### config.mk
export PLATFORM = sky130hd
export DESIGN_NAME = aes_key_sched_ctrl
export DESIGN_NICKNAME = d
export VERILOG_FILES = /design/src/rtl/aes_key_sched_ctrl.sv
export SDC_FILE = /design/constraint.sdc
export NUM_CORES = 2
export LEC_CHECK = 0
export ABC_AREA = 1
export BUFFER_PORTS_ARGS = -buffer_cell sky130_fd_sc_hd__buf_2
export CAP_MARGIN = 20
export CORE_UTILIZATION = 61
export DETAILED_ROUTE_END_ITERATION = 7
export PLACE_DENSITY = 0.77
export RECOVER_POWER = 100
export SETUP_SLACK_MARGIN = 0.05
export SYNTH_ARGS = -nofsm -noshare
export SYNTH_HDL_FRONTEND = slang
export SYNTH_SLANG_ARGS = --single-unit
### constraint.sdc
create_clock -name clk -period 2.9 [get_ports clk]
set_input_delay 0.58 -clock clk [delete_from_list [all_inputs] [get_ports clk]]
set_output_delay 0.58 -clock clk [all_outputs]
set_load 0.01 [all_outputs]
### src/rtl/aes_key_sched_ctrl.sv
// aes_key_sched_ctrl: sequences aes_key_gen one round at a time and stores all round keys.
module aes_key_sched_ctrl #(
   parameter int KEYGEN_LAT = 1,
   parameter int NUM_RND    = 10
) (
   input  logic         clk,
   input  logic         rst_n,
   input  logic [127:0] i_key,
   input  logic         i_key_valid,
   output logic         o_key_ready,
   output logic         o_en_key_gen,
   output logic [3:0]   o_round_num,
   output logic [127:0] o_pre_rnd_key,
   input  logic [127:0] i_next_rnd_key,
   input  logic         i_rd_en,
   input  logic [3:0]   i_rd_idx,
   output logic [127:0] o_rd_key,
   output logic         o_rd_valid,
   output logic [3:0]   o_rnd_avail,
   output logic         o_keys_done
);
   typedef enum logic [1:0] {IDLE, ISSUE, WAIT, DONE} state_t;
   localparam logic [1:0] LAT_M1 = 2'(KEYGEN_LAT - 1);
   state_t         r_state, w_next;
   logic [3:0]     r_rnd, r_avail;
   logic [1:0]     r_cnt;
   logic           r_en, r_done, r_rd_valid;
   logic [127:0]   r_pre, r_rd_key;
   logic [127:0]   r_slot [0:NUM_RND];
   logic           w_accept, w_last_wait, w_final, w_rd_ok;
   assign o_key_ready   = (r_state == IDLE) || (r_state == DONE);
   assign w_accept      = i_key_valid && o_key_ready;
   assign w_last_wait   = (r_state == WAIT) && (r_cnt == LAT_M1);
   assign w_final       = r_rnd == 4'(NUM_RND);
   // r_avail never exceeds NUM_RND+1, so this also refuses indices beyond the store
   assign w_rd_ok       = i_rd_en && (i_rd_idx < r_avail);
   assign o_en_key_gen  = r_en;
   assign o_round_num   = r_rnd;
   assign o_pre_rnd_key = r_pre;
   assign o_rd_key      = r_rd_key;
   assign o_rd_valid    = r_rd_valid;
   assign o_rnd_avail   = r_avail;
   assign o_keys_done   = r_done;
   always_comb begin
      w_next = r_state;
      if (w_accept) w_next = ISSUE;
      else if (r_state == ISSUE) w_next = WAIT;
      else if (w_last_wait) w_next = w_final ? DONE : ISSUE;
   end
   always_ff @(posedge clk or negedge rst_n) begin
      if (!rst_n) r_state <= IDLE;
      else r_state <= w_next;
   end
   always_ff @(posedge clk or negedge rst_n) begin
      if (!rst_n) begin
         for (int i = 0; i <= NUM_RND; i++) r_slot[i] <= '0;
         r_rnd      <= '0;
         r_avail    <= '0;
         r_cnt      <= '0;
         r_en       <= 1'b0;
         r_done     <= 1'b0;
         r_pre      <= '0;
         r_rd_valid <= 1'b0;
         r_rd_key   <= '0;
      end else begin
         if (w_accept) begin
            r_slot[0] <= i_key;
            r_avail   <= 4'd1;
            r_done    <= 1'b0;
            r_rnd     <= 4'd1;
            r_en      <= 1'b1;
            r_pre     <= i_key;
         end else if (r_state == ISSUE) begin
            r_en  <= 1'b0;
            r_cnt <= '0;
         end else if (w_last_wait) begin
            r_slot[r_rnd] <= i_next_rnd_key;
            r_avail       <= r_rnd + 4'd1;
            if (w_final) r_done <= 1'b1;
            else begin
               // the freshly generated key is the seed for the next round
               r_rnd <= r_rnd + 4'd1;
               r_en  <= 1'b1;
               r_pre <= i_next_rnd_key;
            end
         end else if (r_state == WAIT) begin
            r_cnt <= r_cnt + 2'd1;
         end
         r_rd_valid <= w_rd_ok;
         if (w_rd_ok) r_rd_key <= r_slot[i_rd_idx];
      end
   end
endmodule

# After elaboration in Yosys (flattened, before gate mapping)

Index checks and enable logic that the tools add are counted.

Register bits after elaboration: 1679
Bits of input ports: 264
Output and inout port bits: 268
Word-level logic and storage cells: 90

Add/subtract/negate cells: 2
$lt $le $gt $ge: 4
Eq/ne operators: 8
Multiplexer cells: 35
Bitwise gates (word level): 4
Reduce and logical (&&, ||, !) cells: 17

Operators with widths:

| kind                                                                 | count |
|---|---|
| 1408-bit two-way mux                                                 | 2 |
| 1408-bit bitwise mux                                                 | 1 |
| 128-bit two-way mux                                                  | 8 |
| 128-bit binary-select mux with 4-bit select                          | 1 |
| 128-bit demux with 4-bit select                                      | 1 |
| 4-bit two-way mux                                                    | 7 |
| 2-bit two-way mux                                                    | 7 |
| 3-bit AND reduction                                                  | 4 |
| 5-bit >= comparator, second input constant                           | 2 |
| 4-bit inverter with 5-bit output                                     | 2 |
| 1-bit two-way mux                                                    | 8 |
| 2-bit nonzero test                                                   | 3 |
| 5-bit by 1-bit < comparator with 1-bit output, second input constant | 1 |
| 4-bit by 1-bit adder with 4-bit output, second input constant        | 1 |
| 2-bit equality test, second input constant                           | 2 |
| 4-bit equality test, second input constant                           | 1 |
| 1-bit logical AND                                                    | 4 |
| 2-bit logical NOT                                                    | 2 |
| 4-bit < comparator                                                   | 1 |
| 2-bit != test, second input constant                                 | 2 |
| 2-bit AND reduction                                                  | 2 |
| 3-bit by 2-bit != test with 1-bit output, second input constant      | 1 |
| 3-bit nonzero test                                                   | 1 |
| 2-bit by 1-bit adder with 2-bit output, second input constant        | 1 |
| other kinds (4)                                                      | 5 |

# Logic depth before layout (Yosys ltp)

Word-level depth: 9
Depth in mapped cells: 12
Depth with buffers taken out: 10

# Least setup slack after synthesis

Ideal clock, no wire load.

Path type: register -> register
From: register r_state[0]
To: register r_slot[1170] (netlist bit)
Library setup time: 130 ps
Data arrival time: 1958 ps
Slack: 812 ps
Stages on the path, launching flop included: 13
Path buffers: 4
Cell sequence: dfrtp_1 -> inv_1 -> ha_1 -> nand2_1 -> buf_2 -> nand2_4 -> inv_2 -> buf_6 -> nand4_1 -> buf_2 -> buf_1 -> nand2_1 -> o21ai_0

Longest elaborated chain between the ends: 5

RTL lines:

| item                                                            | line | source |
|---|---|---|
| start, declared                                                 | 24   | `state_t r_state, w_next;` |
| start signal, assigned                                          | 52   | `else r_state <= w_next;` |
| 2-bit equality test / 2-bit logical NOT (equally long branches) | 31   | `assign o_key_ready = (r_state == IDLE) \|\| (r_state == DONE);` |
| 1-bit logical OR *                                              | 31   |  |
| via o_key_ready                                                 | 10   | `output logic o_key_ready,` |
| 1-bit logical AND *                                             | 32   | `assign w_accept = i_key_valid && o_key_ready;` |
| 1-bit inverter (no line) *                                      | --   |  |
| 3-bit AND reduction (no line) *                                 | --   |  |
| end signal, assigned by index                                   | 77   | `r_slot[r_rnd] <= i_next_rnd_key;` |
| end, declared                                                   | 29   | `logic [127:0] r_slot [0:NUM_RND];` |

Mark *: on every way through the listed nets, which the timed path passes. The rest lies on a longest branch.
A chain may end at the register's enable or synchronous reset.

# Final worst setup path

From: register r_state[0]
To: register r_slot[1175] (netlist bit)

Longest elaborated chain between the ends: 5

RTL lines:

| item                                                            | line |
|---|---|
| 2-bit equality test / 2-bit logical NOT (equally long branches) | 31 |
| 1-bit logical OR                                                | 31 |
| 1-bit logical AND                                               | 32 |
| 1-bit inverter (no line)                                        | -- |
| 3-bit AND reduction (no line) *                                 | -- |

Every way passes the cells marked *; elsewhere a longest branch is shown, timed or not.

==> key figures <==
Worst setup path
  • Worst EP required: 3550 ps
  • Worst Setup End Kind: flip-flop
  • Critical-path cell list: inv_1, ha_1, nand2_4, nand2_4, inv_2, nand4_1, buf_12, clkbuf_4, o21ai_0
  • CP Launch Type: flip-flop
  • Most used cell along the critical path: nand2_4
  • Setup Crit Path Kind: reg2reg
  • CP max FO: 81
  • Max incr delay on CP: 600 ps
  • CP Data Arrival Time: 3360 ps
  • Crit path max-delay cell type: clkbuf_4

CTS
  • Worst-Skew Late Latency: 800 ps
  • Post-CTS sizing: 0
  • CTS sink cnt: 1679
  • Root Buffer: clkbuf_16
  • CTS tree: built
  • # H-tree levels: 4
  • CTS Buf Count: 173
  • Deepest clock path buffer count: 3
  • Clock-pin slew on the worst setup and hold paths: 60 ps

Final layout
  • Fin util: 0.688
  • Share of layout cells above drive strength 1: 0.0644
  • Nets: 11062
  • P&R area growth vs syn: 11.9%
  • Post-Layout Cell Count: 12677

Logic synthesis
  • Post-synthesis simple-gate area fraction: 0.249
  • Mean area per synthesized cell: 7.51 um^2
  • Adder-Cell Fraction of Synth Area: 0.00173
  • Post-synthesis sequential area ratio: 0.528
  • Syn Nets: 10873
  • Synth unique cells: 28
  • Post-synth EDFFs: 0
  • Largest family of logic cells by synthesized area: simple AND/OR/NAND/NOR gates
  • FF+latch count, synth: 1679
  • Yosys top cell by area: dfrtp_1
  • Post-synthesis compound-gate area fraction: 0.116
  • Most frequent cells after synthesis: nand2_1 (3689), dfrtp_1 (1679), inv_1 (1454)
  • Post-synth top flop: dfrtp_1
  • Synth area leaders: dfrtp_1 (53%), nand2_1 (17%), o21ai_0 (7.6%)
  • Cells after Synth: 10598
  • Top-count cell post-synth: nand2_1
  • Mux cell area share after synthesis: 0
  • Post-Synth XOR/XNOR Area: 0.000110
  • Mapped Area: 0.0796 mm^2
  • Area fraction of the dominant cell type after synthesis: 0.528
  • Ys async rst share: 1.00
  • Ys Warns: 0

Job
  • Max Cap Viol: 1

STA
  • Max Slew Vio Count: 70
  • Min cycle time layout: 2710 ps
  • RSZ-0062 raised after global routing: false
  • Final setup fails: 0
  • Slew HR: -0.149
  • Final total negative setup slack: 0 ps
  • Fmax: 0.369 GHz
  • Final WS setup: 189 ps
  • Final period utilization: 0.935
  • Final Hold Fails: 0
  • Worst Tran Pin Value: 1720 ps
  • Skew final: 20.0 ps

Placed design
  • Placer congestion estimate: 0.872
  • Place WS: 299 ps
  • Dpl hpwl: 146000 um
  • Port bufs: 531
  • Placed cells: 12349

Floorplan
  • Die width: 363 um
  • Die Height: 363 um
  • Row Count: 132
  • Initial Util: 0.615
  • Die ar.: 0.132 mm^2
  • Floorplan core area: 0.129 mm^2
  • IO Pins: 532

Worst hold path
  • Hold crit path type: in2reg

Power and ir drop
  • Worst IR drop on VDD: 0.00112 V
  • Power per cell area: 888 mW/mm^2
  • Power, Total: 79.1 mW
  • Lkg Pwr: 44.5 nW

Routing
  • Routed wire length: 250000 um
  • Initial DRC count: 9276
  • DR vias/cell: 5.75
  • Residual DRC count: 0
  • Antenna Violating Nets Remaining: 0
  • Via Count: 72855
  • DRT Pass-1 Iters: 8
  • Wirelength per Cell: 19.7 um

Outcome
  • Status: complete, but fails checks
  • Failing checks: capacitance limit, slew limit

Global routing
  • Initial antenna violation count: 11
  • Vias in the first global route: 69176
  • First-pass GRT wire length: 393000 um
  • Remaining Overflow, GRT: 0
  • Tot GR Track Use: 0.381
  • Largest net degree at the start of global routing: 185
final timing paths:
kind | from | end | slack (ps) | depth (start not counted)
min in group asynchronous | rst_n | r_slot[148] | 680 | 2
max in group asynchronous | rst_n | r_slot[615] | 300 | 4
max | r_state[0] | r_slot[1175] | 190 | 9
max reg2reg | r_state[0] | r_slot[1175] | 190 | 9
min | i_next_rnd_key[3] | r_slot[387] | 40 | 3
min reg2reg | r_slot[1348] | r_slot[1348] | 470 | 2
critical path: cells and delay by family, from the launching register on:
family | cells | cell delay [ps]
buf+inv | 4 | 1160
compound gates | 1 | 180
simple gates | 3 | 400
flops | 1 | 400
fa+ha+maj | 1 | 350
cells by family after synthesis:
family / count (synthesis)
xor gates and xnor gates: 1
adders and majority gates: 11
AOI/OAI and AO/OA: 1799
DFF: 1679
and+or+nand+nor: 4943
buffers and inverters: 2165
layer usage:
metal	vias up	GRT usage	part of all wire
met5	-	0	0.00016
met4	6	0.142	0.037
met3	568	0.0886	0.11
met2	4023	0.582	0.45
met1	34903	0.531	0.40
li1	33355	-	-
flip-flops by register name, summed over array words and instances (netlist names), 2 cells and up:
name	flops
o_pre_rnd_key	128
r_slot	1408
o_rnd_avail	4
o_round_num	4
o_rd_key	128
r_cnt	2
r_state	2
where the power goes:
| group | total, mW | switching (mW) | internal (mW) |
|---|---|---|---|
| registers | 34.3 | 4.20 | 30.1 |
| logic | 22.4 | 15.3 | 7.07 |
| clock network | 22.4 | 9.35 | 13.0 |
| total | 79.1 | 28.9 | 50.2 |
layout by cell type, fill, tap and decap left out, drive strengths merged:
master	netlist	routed
a221oi	1	1
o22ai	70	70
nor2	277	277
dfrtp	1679	1679
xor2	1	1
nand2	3690	3690
nand4	3	3
diode	0	8
dlygate4sd3	0	5
buf	250	373
a31oi	128	128
nand3	972	972
nor3	1	1
clkinvlp	0	1
a21oi	260	260
ha	11	11
bufinv	0	6
o21ai	1340	1340
inv	1461	1465
clkinv	1	29
clkbuf	453	615
layout make-up:
cell class,count,area (um^2)
flip-flops and latches,1679,42000
fillers,10789,40400
multi-input cells,6754,29300
inverters,1462,5520
clock buffers,276,5310
repair buffers,717,4380
well taps,1742,2180
clock inverters,39,389
diodes,8,20.0
repair_timing:
action | in CTS | in global routing
hold buffers | 5 | 0
buffers inserted | 0 | 0
endpoints found under the hold margin | 42 | 0
through the flow:
stage	instance area (um^2)	hold slack, ps
floorplan	79600	284
global placement	84400	451
detailed placement	84400	453
CTS	90100	0.0620
global route	89100	46.1
finish	89100	42.1
(Power assumes the default switching activity.)
